$ cat config.mk
export PLATFORM = sky130hd
export DESIGN_NAME = keypad_scanner_4x4
export DESIGN_NICKNAME = d
export VERILOG_FILES = /design/src/rtl/keypad_scanner_4x4.sv
export SDC_FILE = /design/constraint.sdc
export NUM_CORES = 1
export LEC_CHECK = 0
export ABC_CLOCK_PERIOD_IN_PS = 2550
export BUFFER_PORTS_ARGS = -buffer_cell sky130_fd_sc_hd__clkbuf_2
export CELL_PAD_IN_SITES_DETAIL_PLACEMENT = 2
export CELL_PAD_IN_SITES_GLOBAL_PLACEMENT = 2
export CORE_MARGIN = 1
export CORE_UTILIZATION = 35
export CTS_CLUSTER_DIAMETER = 30
export CTS_CLUSTER_SIZE = 28
export DETAILED_ROUTE_END_ITERATION = 7
export PLACE_DENSITY_LB_ADDON = 0.1
export SYNTH_ARGS = -nofsm -noshare
export SYNTH_HDL_FRONTEND = slang
export SYNTH_SLANG_ARGS = --single-unit
$ cat constraint.sdc
create_clock -name clk -period 2.55 [get_ports clk]
set_input_delay 0.3825 -clock clk [delete_from_list [all_inputs] [get_ports clk]]
set_output_delay 0.3825 -clock clk [all_outputs]
set_load 0.03 [all_outputs]
$ cat src/rtl/keypad_scanner_4x4.sv
// 4x4 matrix keypad scanner: walks an active-low row strobe, debounces one key
// at a time and emits its hex code with a single-cycle valid strobe.
module keypad_scanner_4x4 #(
  parameter int SCAN_DIV        = 1000,
  parameter int DEBOUNCE_CYCLES = 50000
) (
  input  logic       clk,
  input  logic       reset,
  input  logic [3:0] col_in,
  output logic [3:0] row_out,
  output logic [3:0] key_code,
  output logic       key_valid,
  output logic       key_held
);

  localparam int DIV_W = (SCAN_DIV > 1) ? $clog2(SCAN_DIV) : 1;
  localparam int DEB_W = (DEBOUNCE_CYCLES > 1) ? $clog2(DEBOUNCE_CYCLES) : 1;
  localparam logic [DIV_W-1:0] DIV_LAST = DIV_W'(SCAN_DIV - 1);
  localparam logic [DEB_W-1:0] DEB_LAST = DEB_W'(DEBOUNCE_CYCLES - 1);

  typedef enum logic [1:0] {SCAN, DEBOUNCE, PRESSED, RELEASE} state_t;

  state_t           state_q, state_d;
  logic [3:0]       col_s1_q, col_s_q;
  logic [3:0]       row_q, row_d;
  logic [DIV_W-1:0] div_q, div_d;
  logic [DEB_W-1:0] deb_q, deb_d;
  logic [1:0]       row_idx_q, row_idx_d;
  logic [1:0]       col_idx_q, col_idx_d;
  logic [3:0]       code_q, code_d;
  logic             valid_q, valid_d;
  logic             held_q, held_d;
  logic             col_hit;
  logic [3:0]       row_next;

  function automatic logic [1:0] row_index(input logic [3:0] row);
    case (row)
      4'b1110: row_index = 2'd0;
      4'b1101: row_index = 2'd1;
      4'b1011: row_index = 2'd2;
      default: row_index = 2'd3;
    endcase
  endfunction

  function automatic logic [1:0] low_zero(input logic [3:0] col);
    if (!col[0])      low_zero = 2'd0;
    else if (!col[1]) low_zero = 2'd1;
    else if (!col[2]) low_zero = 2'd2;
    else              low_zero = 2'd3;
  endfunction

  // Row-major keypad legend; '*' and '#' encode as E and F.
  function automatic logic [3:0] key_map(input logic [1:0] r, input logic [1:0] c);
    case ({r, c})
      4'h0: key_map = 4'h1;  4'h1: key_map = 4'h2;  4'h2: key_map = 4'h3;  4'h3: key_map = 4'hA;
      4'h4: key_map = 4'h4;  4'h5: key_map = 4'h5;  4'h6: key_map = 4'h6;  4'h7: key_map = 4'hB;
      4'h8: key_map = 4'h7;  4'h9: key_map = 4'h8;  4'hA: key_map = 4'h9;  4'hB: key_map = 4'hC;
      4'hC: key_map = 4'hE;  4'hD: key_map = 4'h0;  4'hE: key_map = 4'hF;  default: key_map = 4'hD;
    endcase
  endfunction

  assign col_hit  = ~col_s_q[col_idx_q];
  assign row_next = {row_q[2:0], row_q[3]};

  always_comb begin
    state_d   = state_q;
    row_d     = row_q;
    div_d     = div_q;
    deb_d     = deb_q;
    row_idx_d = row_idx_q;
    col_idx_d = col_idx_q;
    code_d    = code_q;
    valid_d   = 1'b0;
    held_d    = held_q;
    case (state_q)
      SCAN: begin
        if (div_q == DIV_LAST) begin
          div_d = '0;
          if (col_s_q != 4'hF) begin
            row_idx_d = row_index(row_q);
            col_idx_d = low_zero(col_s_q);
            deb_d     = '0;
            state_d   = DEBOUNCE;
          end else begin
            row_d = row_next;
          end
        end else begin
          div_d = div_q + 1'b1;
        end
      end
      DEBOUNCE: begin
        if (!col_hit) begin
          state_d = SCAN;
          row_d   = row_next;
          div_d   = '0;
        end else if (deb_q == DEB_LAST) begin
          state_d = PRESSED;
          code_d  = key_map(row_idx_q, col_idx_q);
          valid_d = 1'b1;
          held_d  = 1'b1;
        end else begin
          deb_d = deb_q + 1'b1;
        end
      end
      PRESSED: begin
        // Only the latched column matters here; other keys are ignored.
        if (!col_hit) begin
          deb_d   = '0;
          state_d = RELEASE;
        end
      end
      default: begin
        if (col_hit) begin
          deb_d   = '0;
          state_d = PRESSED;
        end else if (deb_q == DEB_LAST) begin
          held_d  = 1'b0;
          row_d   = row_next;
          div_d   = '0;
          state_d = SCAN;
        end else begin
          deb_d = deb_q + 1'b1;
        end
      end
    endcase
  end

  always_ff @(posedge clk or negedge reset) begin
    if (!reset) begin
      col_s1_q  <= 4'hF;
      col_s_q   <= 4'hF;
      state_q   <= SCAN;
      row_q     <= 4'b1110;
      div_q     <= '0;
      deb_q     <= '0;
      row_idx_q <= 2'd0;
      col_idx_q <= 2'd0;
      code_q    <= 4'h0;
      valid_q   <= 1'b0;
      held_q    <= 1'b0;
    end else begin
      col_s1_q  <= col_in;
      col_s_q   <= col_s1_q;
      state_q   <= state_d;
      row_q     <= row_d;
      div_q     <= div_d;
      deb_q     <= deb_d;
      row_idx_q <= row_idx_d;
      col_idx_q <= col_idx_d;
      code_q    <= code_d;
      valid_q   <= valid_d;
      held_q    <= held_d;
    end
  end

  assign row_out   = row_q;
  assign key_code  = code_q;
  assign key_valid = valid_q;
  assign key_held  = held_q;

endmodule
# Word-level counts from Yosys, hierarchy flattened
# Memory sizes are Yosys's and may differ from the RTL's. A register that Yosys moved wholly into a read port is not among the register bits.
# Index checks and enable logic that the tools add are counted.
# W data, S select, Z words.
[word_totals] latch_bits=0 word_cells=86 mem_count=1 out_inout_bits=10 romBits=64 in_bits=6 mem_bits_rw=0 register_bits=46
[classes] bitwise=3 mul=0 n_lt_le_gt_ge=1 n_shift=0 n_mux=40 n_reduce_logical=13 add_sub_neg=2 div_mod_pow=0 n_eq_ne=16
[mem_list] memory="(no name shown)" depth=16 word_bits=4 read_ports=1 rd_ports_with_merged_regs=1 wr=0 line_no="54" text="case ({r, c})"
[op_table] cell="$mux W16" n=6
[op_table] cell="$pmux W16 S3" n=1
[op_table] cell="$mux W10" n=4
[op_table] cell="$pmux W10 S3" n=1
[op_table] cell="$mux W4" n=5
[op_table] cell="$mux W2" n=9
[op_table] cell="$add A16 B1 Y16 const B" n=1
[op_table] cell="$eq A16 B16 Y1 const B" n=1
[op_table] cell="$eq A4 B4 Y1 const B" n=3
[op_table] cell="$ne A2 B2 Y1 const B" n=6
[op_table] cell="$pmux W2 S3" n=2
[op_table] cell="$pmux W4 S3" n=1
[op_table] cell="$reduce_and A4 Y1" n=3
[op_table] cell="$add A10 B1 Y10 const B" n=1
[op_table] cell="$eq A10 B10 Y1 const B" n=1
[op_table] cell="$mux W1" n=9
[op_table] cell="$reduce_and A3 Y1" n=2
[op_table] cell="$reduce_and A6 Y1" n=1
[op_table] cell="$ne A5 B1 Y1 const B" n=1
[op_table] cell="$reduce_and A5 Y1" n=1
[op_table] cell="$ne A4 B4 Y1 const B" n=1
[op_table] cell="$reduce_bool A2 Y1" n=2
[op_table] cell="$lt A2 B3 Y1 const B" n=1
[op_table] cell="$ne A3 B3 Y1 const B" n=1
[op_table] cell="9 further kinds" n=11

# Logic depth before layout (Yosys ltp)
[depth] word_depth=4 ltp_mapped=9 mapped_depth_nobuf=7

# Worst setup path after synthesis
# OpenSTA, ideal clock, no wires.
[synth_timing] path_kind="flip-flop to flip-flop" startpoint="reg deb_q[5]" endpoint="reg div_q[7]" setup_slack_ps=87 synth_period_minus_slack_ps=2463 path_stages_with_launch=7 setup_time_ps=104 path_buffers=1 arrival_time_ps=2359 t_required_ps=2446 cell_sequence="dfrtp_1 -> or4b_1 -> or4_1 -> a221o_1 -> or2_1 -> buf_2 -> o41ai_2"
[synth_via] elab_chain_cells=3
[synth_lines] item="start: declaration" line_no="27" text="logic [DEB_W-1:0] deb_q, deb_d;"
[synth_lines] item="start signal: assignment" line_no="135" text="deb_q <= '0;"
[synth_lines] item="start signal: assignment" line_no="147" text="deb_q <= deb_d;"
[synth_lines] item="$eq A16 B16 Y1" line_no="116" text="end else if (deb_q == DEB_LAST) begin"
[synth_lines] item="$reduce_bool A3 Y1 (no line)"
[synth_lines] item="$reduce_and A4 Y1 (no line)"
[synth_lines] item="end signal: assignment" line_no="146" text="div_q <= div_d;"
[synth_lines] item="end: declaration" line_no="26" text="logic [DIV_W-1:0] div_q, div_d;"
# No other way between the ends.
# A chain may end at the register's enable or synchronous reset.

# Final worst setup path
[layout_timing] startpoint="reg deb_q[5]" endpoint="reg row_q[0] (netlist: row_out[0])"
[layout_via] elab_chain_cells=3
[layout_lines] item="$eq A16 B16 Y1" line_no="116"
[layout_lines] item="$reduce_bool A3 Y1 (no line)"
[layout_lines] item="$reduce_and A6 Y1 (no line)"
[layout_lines] item="end signal: assignment" line_no="145" text="row_q <= row_d;"
[layout_lines] item="end: declaration" line_no="25" text="logic [3:0] row_q, row_d;"
# No other way between the ends.

==> results.cfg <==
[status]
outcome = finished clean

[routing]
vias_per_cell = 5.70
drc = 0
route.detailed.wl_per_inst_um = 18.2
drtPass1Iterations = 4
drt-total-wl_um = 7590
via_count = 2377
drt.antenna.violating_nets = 0
drt_iter0_markers = 86

[yosys]
yosys.area.top_type = sky130_fd_sc_hd__dfrtp_1
synthesis.instances = 278
synth_enable_flop_cells = 0
yosysWarnings = 0
synth-seq-cells = 50
post_synthesis_instance_area_um2 = 2710
ys_dominant_reg_cell = sky130_fd_sc_hd__dfrtp_1
synthMostInstantiatedCell = sky130_fd_sc_hd__o21ai_0
synth.cells.most_frequent = 41 x sky130_fd_sc_hd__o21ai_0, 39 x sky130_fd_sc_hd__dfrtp_1, 22 x sky130_fd_sc_hd__nand2_1, 17 x sky130_fd_sc_hd__nor2_1, 16 x sky130_fd_sc_hd__o31ai_1
syn_area_per_cell_um2 = 9.74
netlist-cell-type-count = 46
synth_top_cells_by_area = sky130_fd_sc_hd__dfrtp_1 36%, sky130_fd_sc_hd__dfstp_2 11%, sky130_fd_sc_hd__o21ai_0 7.6%
synthDominantCellAreaShare_pct = 36.0
synth.net_count = 295
asyncSetResetFlopFracSynth_pct = 100
ys_seq_area_share_pct = 46.7

[finish]
final_util_pct = 43.9
area_used_by_sequential_logic_in_the_layout_um2 = 1260
finish.instance_area_um2 = 3240
diodes = 0
fraction_of_layout_cells_with_a_size_suffix_above_1_pct = 24.5
nNetsFinal = 334
fillerInstances = 794
multi_input_gate_area_in_the_final_layout_um2 = 1400
syn2layout_area_growth_pct = 19.5

[timing]
period_minus_slack_ps = 2520
totalNegativeSetupSlack_ps = 0
fin_worst_skew_ps = 13.7
timing.fmax_ghz = 0.397
post-route-period-util_pct = 98.7
grt_setup_unrepaired = yes
finalSetupViolCount = 0
final.hold.worst_slack_ps = 125
timing.slew.headroom_pct = 56.4
layout_setup_ws_ps = 31.9
drv_slew = 0
max_slew.worst_pin.slew_ps = 653
final-hold-violation-count = 0

[floorplanning]
die_w_um = 90.0
floorplan.io_pins = 16
core.rowCount = 31
area_of_the_die_um2 = 8100
floorplan.core_area_um2 = 7370
die_span_in_y_um = 90.0
start_util_pct = 36.8

[power]
peakVddDrop_mv = 0.215
power.static_leakage_nw = 1.38
pwr_density_nw_per_um2 = 448

[clocking]
holdBufCountCts = 0
cts.sink_count = 50
cts_inserted_buffers = 5
clock-root-buffer = sky130_fd_sc_hd__clkbuf_8
tritoncts = built
cts_buffer_depth = 2
worstSkewPairLatency_ps = 320
htree_num_levels = 2
clk_transition_reported_paths_ps = 110

[place]
placement.setup.worst_slack_ps = -177
place.detailed.hpwl_um = 5340
detailed_place.area_um2 = 3070
gpl_wtd_cong = 0.739
number_of_input_and_output_port_buffers_inserted = 15

[critical_path]
critPathCaptureType = register
critPathRequiredTime_ps = 2760
path_class = reg2reg
critical_path.startpoint_type = register
worst-path-max-fanout = 4
data_arrival_time_at_the_worst_slack_endpoint_ps = 2730

[hold_path]
holdCritPathClass = in2reg

[grt]
first_global_vias = 2542
global_route_wire_length_before_repair_um = 13100
maximum_number_of_pins_on_one_net_before_global_route_repair = 51
globalRouteTotalUtil_pct = 20.2
globalRouteOverflowTotal = 0
grt_antenna_before_repair = 0

[flow_run]
max_cap_violations = 0
==> placed cells by master, fill, tap and decap left out, types with 2 or more instances in the layout <==
master	instances
sky130_fd_sc_hd__o31ai_2	3
sky130_fd_sc_hd__a41oi_1	4
sky130_fd_sc_hd__o31ai_1	13
sky130_fd_sc_hd__dfrtp_1	39
sky130_fd_sc_hd__buf_4	29
sky130_fd_sc_hd__and2_1	2
sky130_fd_sc_hd__inv_1	10
sky130_fd_sc_hd__nand3_1	12
sky130_fd_sc_hd__clkbuf_2	15
sky130_fd_sc_hd__xor2_1	2
sky130_fd_sc_hd__nand2_1	22
sky130_fd_sc_hd__and3_1	5
sky130_fd_sc_hd__nor2_1	17
sky130_fd_sc_hd__nand4b_1	2
sky130_fd_sc_hd__ha_1	11
sky130_fd_sc_hd__nor2b_1	3
sky130_fd_sc_hd__mux4_2	2
sky130_fd_sc_hd__clkbuf_8	5
sky130_fd_sc_hd__a31oi_1	12
sky130_fd_sc_hd__dfstp_2	11
sky130_fd_sc_hd__o41ai_1	4
sky130_fd_sc_hd__mux2_2	4
sky130_fd_sc_hd__a21oi_1	4
sky130_fd_sc_hd__mux2i_1	6
sky130_fd_sc_hd__nand2b_1	5
sky130_fd_sc_hd__a21o_1	2
sky130_fd_sc_hd__nand4_1	7
sky130_fd_sc_hd__nor3_1	3
sky130_fd_sc_hd__o21ai_0	40
==> worst max-delay path: stages (launching register included) <==
cell	delay (ps)
sky130_fd_sc_hd__dfrtp_1	390
sky130_fd_sc_hd__or4b_1	520
sky130_fd_sc_hd__or4_4	550
sky130_fd_sc_hd__a221o_1	390
sky130_fd_sc_hd__nand2b_2	260
sky130_fd_sc_hd__mux2_2	300
==> routing by layer <==
layer	GRT usage (%)	vias up	wire length [um]
met4	6.18	0	90
met1	27.9	1235	3710
met3	2.03	7	91
met2	33.4	14	3700
li1	-	1121	-
met5	0	-	0
==> flip-flops by register name, summed over array words and instances, names as in the netlist, named ones only <==
register	cells
col_idx_q	2
col_s1_q	4
col_s_q	4
deb_q	16
div_q	10
key_code	4
key_held	1
key_valid	1
row_idx_q	2
row_out	4
state_q	1
==> cell families (layout without fill, tap and decap cells) <==
group	after synthesis	count (layout)	share of synthesized area [%]
xor gates and xnor gates	2	2	0.647
buffers and inverters	22	62	3.09
DFF	50	50	46.7
adders and majority gates	11	11	5.08
AOI/OAI and AO/OA	92	92	21.8
muxes	12	12	5.54
and+or+nand+nor	89	89	17.1
==> layout make-up <==
type,count,area share (%)
Inverter,10,1.16
Clock buffer,5,2.13
Multi-Input combinational cell,206,43.3
Timing Repair Buffer,44,9.04
Tap cell,99,3.83
Sequential cell,50,39.1
Clock inverter,3,1.47
==> final timing paths <==
path,start,slack [ps],cells past startpoint,end
setup / recovery,deb_q[5],30,5,row_out[0]
hold / removal,col_in[2],120,1,col_s1_q[2]
setup reg to reg,deb_q[5],30,5,row_out[0]
hold reg to reg,col_s1_q[2],360,0,col_s_q[2]
max in group asynchronous,reset,1940,2,deb_q[12]
min in group asynchronous,reset,170,2,key_code[2]
==> report_power, final <==
| group | internal [W] | switching, W | total, W |
|---|---|---|---|
| clock | 0.000298 | 0.000314 | 0.000612 |
| sequential | 0.000805 | 0.00000673 | 0.000811 |
| combinational | 0.00000686 | 0.0000207 | 0.0000275 |
| total | 0.00111 | 0.000341 | 0.00145 |
==> timing repair <==
action,4_1_cts,5_1_grt
pin swaps,0,3
setup endpoints to repair,8,8
setup buffers,0,1
resized for setup,3,6
==> per-stage QoR <==
step / std cells / power (W)
after floorplan: 278 / 0.000828
after global placement: 408 / 0.000853
after detailed placement: 408 / 0.000855
after global routing: 417 / 0.00149
after CTS: 416 / 0.00146
final: 417 / 0.00145
Power figures use the tool's default switching activity.
